===== src/rtl/branch_predictor.sv =====
// Direct-mapped BTB with 2-bit saturating counters for the RV32I fetch stage.
// Optional statistics counters are built only when BP_STATS_EN is defined.
module branch_predictor #(
  parameter int unsigned XLEN    = 32,
  parameter int unsigned ENTRIES = 16
) (
  input  logic            clk,
  input  logic            reset,
  input  logic [XLEN-1:0] if_pc,
  output logic            pred_taken,
  output logic [XLEN-1:0] pred_target,
  input  logic            upd_valid,
  input  logic [XLEN-1:0] upd_pc,
  input  logic            upd_taken,
  input  logic [XLEN-1:0] upd_target,
  input  logic            upd_pred_taken,
  input  logic [XLEN-1:0] upd_pred_target,
  output logic            mispredict,
  output logic [XLEN-1:0] redirect_pc,
  output logic [31:0]     stat_updates,
  output logic [31:0]     stat_mispredicts
);

  localparam int unsigned IDX_W = $clog2(ENTRIES);
  localparam int unsigned TAG_W = XLEN - IDX_W - 2;
  localparam logic [XLEN-1:0] PC_STEP = XLEN'(4);

  logic             valid_q  [ENTRIES];
  logic [TAG_W-1:0] tag_q    [ENTRIES];
  logic [XLEN-1:0]  target_q [ENTRIES];
  logic [1:0]       cnt_q    [ENTRIES];

  // Lookup path
  logic [IDX_W-1:0] lk_idx;
  logic [TAG_W-1:0] lk_tag;
  logic             lk_hit;
  logic [XLEN-1:0]  if_pc_next;

  assign lk_idx      = if_pc[IDX_W+1:2];
  assign lk_tag      = if_pc[XLEN-1:IDX_W+2];
  assign lk_hit      = valid_q[lk_idx] && (tag_q[lk_idx] == lk_tag);
  assign if_pc_next  = if_pc + PC_STEP;
  assign pred_taken  = lk_hit && cnt_q[lk_idx][1];
  assign pred_target = pred_taken ? target_q[lk_idx] : if_pc_next;

  // Update path
  logic [IDX_W-1:0] up_idx;
  logic [TAG_W-1:0] up_tag;
  logic             up_hit;
  logic [1:0]       cnt_d;

  assign up_idx = upd_pc[IDX_W+1:2];
  assign up_tag = upd_pc[XLEN-1:IDX_W+2];
  assign up_hit = valid_q[up_idx] && (tag_q[up_idx] == up_tag);

  always_comb begin
    // NOTE: default first so every path assigns cnt_d and no latch is inferred.
    cnt_d = cnt_q[up_idx];
    if (upd_taken) begin
      if (cnt_q[up_idx] != 2'b11) cnt_d = cnt_q[up_idx] + 2'd1;
    end else begin
      if (cnt_q[up_idx] != 2'b00) cnt_d = cnt_q[up_idx] - 2'd1;
    end
  end

  // NOTE: the table is flops, not RAM, so every entry is cleared on reset;
  // stale valid bits would otherwise produce bogus predictions after reset.
  always_ff @(posedge clk) begin
    if (reset) begin
      for (int i = 0; i < int'(ENTRIES); i++) begin
        valid_q[i]  <= 1'b0;
        tag_q[i]    <= '0;
        target_q[i] <= '0;
        cnt_q[i]    <= 2'b01;
      end
    end else if (upd_valid) begin
      if (up_hit) begin
        cnt_q[up_idx] <= cnt_d;
        if (upd_taken) target_q[up_idx] <= upd_target;
      end else if (upd_taken) begin
        valid_q[up_idx]  <= 1'b1;
        tag_q[up_idx]    <= up_tag;
        target_q[up_idx] <= upd_target;
        cnt_q[up_idx]    <= 2'b10;
      end
    end
  end

  // Resolution check against the prediction carried down the pipe
  assign mispredict  = upd_valid &&
                       ((upd_taken != upd_pred_taken) ||
                        (upd_taken && (upd_target != upd_pred_target)));
  assign redirect_pc = (upd_valid && upd_taken) ? upd_target : upd_pc + PC_STEP;

`ifdef BP_STATS_EN
  logic [31:0] upd_cnt_q;
  logic [31:0] misp_cnt_q;

  always_ff @(posedge clk) begin
    if (reset) begin
      upd_cnt_q  <= '0;
      misp_cnt_q <= '0;
    end else begin
      if (upd_valid && (upd_cnt_q != 32'hFFFF_FFFF))   upd_cnt_q  <= upd_cnt_q + 32'd1;
      if (mispredict && (misp_cnt_q != 32'hFFFF_FFFF)) misp_cnt_q <= misp_cnt_q + 32'd1;
    end
  end

  assign stat_updates     = upd_cnt_q;
  assign stat_mispredicts = misp_cnt_q;
`else
  assign stat_updates     = 32'd0;
  assign stat_mispredicts = 32'd0;
`endif

endmodule


===== config.mk =====
export PLATFORM = sky130hd
export DESIGN_NAME = branch_predictor
export DESIGN_NICKNAME = d
export VERILOG_FILES = /design/src/rtl/branch_predictor.sv
export SDC_FILE = /design/constraint.sdc
export NUM_CORES = 2
export LEC_CHECK = 0
export ABC_AREA = 1
export CAP_MARGIN = 10
export CORE_ASPECT_RATIO = 0.9
export CORE_UTILIZATION = 45
export CTS_BUF_LIST = sky130_fd_sc_hd__clkbuf_4
export DETAILED_ROUTE_END_ITERATION = 8
export GPL_ROUTABILITY_DRIVEN = 0
export PLACE_DENSITY = 0.66
export SKIP_LAST_GASP = 1
export SYNTH_ARGS = -nofsm -noshare
export SYNTH_HDL_FRONTEND = slang
export SYNTH_SLANG_ARGS = --single-unit
export TNS_END_PERCENT = 5

===== constraint.sdc =====
create_clock -name clk -period 12.2 [get_ports clk]
set_input_delay 2.44 -clock clk [delete_from_list [all_inputs] [get_ports clk]]
set_output_delay 2.44 -clock clk [all_outputs]
set_load 0.05 [all_outputs]

==> summary.md <==
| Metric | Value |
|---|---|
| Status | finished, violations left |
| Failing checks | slew limit |
| Worst hold margin | 0.473 ns |
| GRT busiest layer | met2 |
| Worst-skew pair later-pin latency | between 1 and 1.5 ns |
| Largest net degree at the start of global routing | between 200 and 250 |
| Post-synth ARST share | 0 |
| Switch share | 0.287 |
| Post-CTS Hold Buffers | 0 |
| Via density | a little under 6 |
| P_sw | 2.27 mW |
| Max_cap viols | 0 |
| Via count | roughly 46000 |
| Grt ovf | 0 |
| Fillers | 10600 |
| Die Span X | roughly 360 um |
| Final Hold Viols | 0 |
| Area share of the largest cell type after synthesis | 0.556 |
| PortBufs | between 150 and 200 |
| Clk root buf | clkbuf_4 |
| Remaining DRCs | 0 |
| Core ar. | ~110000 um2 |
| Post-Route Utilization | 0.505 |
| CTS tree | done |
| GRT Total Usage | 0.317 |
| CTS-repair resized insts | 0 |
| Synth top area cells | edfxtp_1, nor2_1, nand2_1 |
| Synth area leader | edfxtp_1 |
| Critical path type | input pin to output port |
| Total routed wirelength | 189000 um |
| Seq cells post-synth | between 900 and 1000 |
| Starting Density | 0.456 |
| Met2 track demand over resource | 0.458 |
| Gate power share | 0.137 |
| Final instance area | ~57000 um2 |
| Max Clock Skew | ~0.088 ns |
| CP required | roughly 9.8 ns |
| Global-route wire length before repair | between 200000 and 300000 um |
| Post-route ant nets | 0 |
| Leakage | ~23 nW |
| DPL Wire Length | 113000 um |
| Slew margin rel. | -0.0299 |
| Most common cell in the synthesized netlist | nor2_1 |
| Startpoint types | input pin |
| Hold Path Class | flip-flop to flip-flop |
| Pre-Repair DR Iteration Count | 6 |
| Post-Synthesis Cells | between 6000 and 7000 |
| Final net count | around 6300 |
| Initial antenna violation count | 8 |
| H-tree levels | 5 |
| Starting DRT DRC Count | just over 7000 |
| Slew Limit Fails | between 50 and 60 |
| Crit share post-route | 0.841 |
| Placed Instance Area | around 54000 um2 |
| Met3 usage | 0.120 |
| Maximum vdd ir drop | between 90 and 100 uV |
| Crit. End Element | output port |
| Synth warn | 0 |
| P per Cell Area | about 140 nW/um2 |
| Post-synth EDFFs | 960 |
| Met1 Usage GRT | 0.430 |
| Routed length per instance | ~24 um |
| Sink Count | roughly 980 |
| Setup Fix Bufs, Post-CTS | 0 |
| Most frequent cells after synthesis | nor2_1, nand2_1, edfxtp_1, o21ai_0, inv_1 |
| CTS Buf Count | 282 |
| Post-route minimum period | between 10 and 15 ns |
| Final setup vio count | 0 |
| Synth Flop Type | edfxtp_1 |
| Pint | approximately 5.6 mW |
| Seq/Total Area, Yosys | 0.562 |
| DIE AREA | around 120000 um2 |
| Synthesized area per cell | roughly 8.6 um2 |
| Sum Neg Setup Slack | 0 ns |
| Cell Rows | between 100 and 150 |
| CTS max path bufs | 4 |
| Slew @ Worst Pin | 1.54 ns |
| Layout area overhead | 10.7% |
| Die Height | between 300 and 400 um |
| Sequential share of power | 0.494 |
| RSZ-0062 raised after global routing | false |
| Critical path arrival | just under 8 ns |
| Mapped cell area | approximately 52000 um2 |
| Critical path fanouts, max | 39 |
| Share of layout cells above drive strength 1 | 0.0925 |
| Yosys cell types | 52 |
| F_max | ~98 MHz |
| Number of global-route vias before repair | 42300 |
| IO Pins | around 260 |
| Clock power frac | 0.370 |
| Clk slew on worst S/H paths | roughly 0.06 ns |
[power groups by stage]
stage	clock network, mW	registers (mW)	logic [mW]
2_1_floorplan	0	3.96	0.668
3_3_place_gp	0	3.97	1.03
3_5_place_dp	0	3.98	1.04
4_1_cts	2.94	3.91	1.04
5_1_grt	3.10	3.92	1.14
6_report	2.93	3.91	1.08
[cell families after synthesis]
group | after synthesis | share of synthesized area
and+or+nand+nor | 2891 | 0.223
AOI/OAI and AO/OA | 1120 | 0.118
DFF | 976 | 0.562
buffers and inverters | 960 | 0.0827
xor gates and xnor gates | 71 | 0.0120
adders and majority gates | 5 | 0.00121
other | 1 | 0.0000724
[area by class of cell]
type / instances / area [um2] / share of cell area
antenna: 9 / 22.5 / 0.000392
clock buffer: 398 / 2990 / 0.0521
clock inverter: 49 / 250 / 0.00436
inverter: 453 / 1720 / 0.0300
multi-input combinational: 4151 / 18700 / 0.326
sequential: 976 / 29100 / 0.508
tap: 1487 / 1860 / 0.0324
timing repair buffer: 287 / 2700 / 0.0471
[per-stage QoR]
stage / std cells / power [mW] / setup WS [ns]
after floorplan: 6087 / 4.63 / 4.65
after global placement: 7353 / 5.00 / 2.37
after detailed placement: 7353 / 5.02 / 2.35
after CTS: 7800 / 7.89 / 2.34
after global routing: 7808 / 8.17 / 1.84
final: 7810 / 7.92 / 1.95
[layout by cell type (no fill, tap or decap), types with 5 or more instances in the layout]
master | netlist | layout
nand2_2 | 6 | 23
nand4_1 | 12 | 12
nand3_2 | 12 | 12
a31oi_1 | 10 | 10
nand3_1 | 245 | 245
xor2_1 | 57 | 57
clkinv_1 | 53 | 90
buf_4 | 89 | 87
nor3_1 | 17 | 17
o21ai_1 | 12 | 12
nand2_8 | 10 | 10
a21oi_1 | 213 | 213
ha_1 | 5 | 5
dfxtp_1 | 16 | 16
o22ai_1 | 99 | 99
o21ai_0 | 660 | 660
inv_1 | 394 | 390
nor2_2 | 8 | 10
inv_2 | 6 | 10
conb_1 | 1 | 64
edfxtp_1 | 960 | 960
o211ai_1 | 66 | 66
o221ai_1 | 32 | 32
xnor2_1 | 14 | 14
a221oi_1 | 12 | 12
nand2_1 | 1036 | 1019
clkbuf_4 | 0 | 398
clkdlybuf4s50_1 | 0 | 193
nor2_1 | 1524 | 1520
diode_2 | 0 | 9
[worst paths after layout]
| check | depth (start not counted) | start | slack (ns) | to |
|---|---|---|---|---|
| max | 15 | if_pc[5] | 1.95 | pred_target[30] |
| min | 2 | valid_q[13]$_DFF_P_ | 0.47 | valid_q[13]$_DFF_P_ |
| max reg2reg | 15 | tag_q[7][7]$_SDFFCE_PN0P_ | 7.33 | tag_q[7][19]$_SDFFCE_PN0P_ |
| min reg2reg | 2 | valid_q[13]$_DFF_P_ | 0.47 | valid_q[13]$_DFF_P_ |
[worst max-delay path, cell delays in order]
cell	delay, ns
clkdlybuf4s50_1	0.79
nand2_1	0.21
clkinv_2	0.67
nand3_1	0.30
nor2_1	0.26
nand3_1	0.14
nor2_1	0.29
nand4_1	0.16
nor2_1	0.78
nand4_1	0.28
nor3_1	0.26
xor2_1	0.18
nand2_1	0.07
nand2_1	0.11
clkdlybuf4s50_1	0.82
[registers in the layout, indices dropped and copies added (netlist names)]
name	count
tag_q	416
target_q	512
cnt_q	32
valid_q	16
[routing by layer]
layer / wire [um] / share of wire / vias up
li1: - / - / 20300
met1: 72200 / 0.38 / 21500
met2: 78300 / 0.41 / 3600
met3: 31700 / 0.17 / 475
met4: 6530 / 0.035 / 6
met5: 123 / 0.00065 / -
Power figures use the tool's default switching activity.
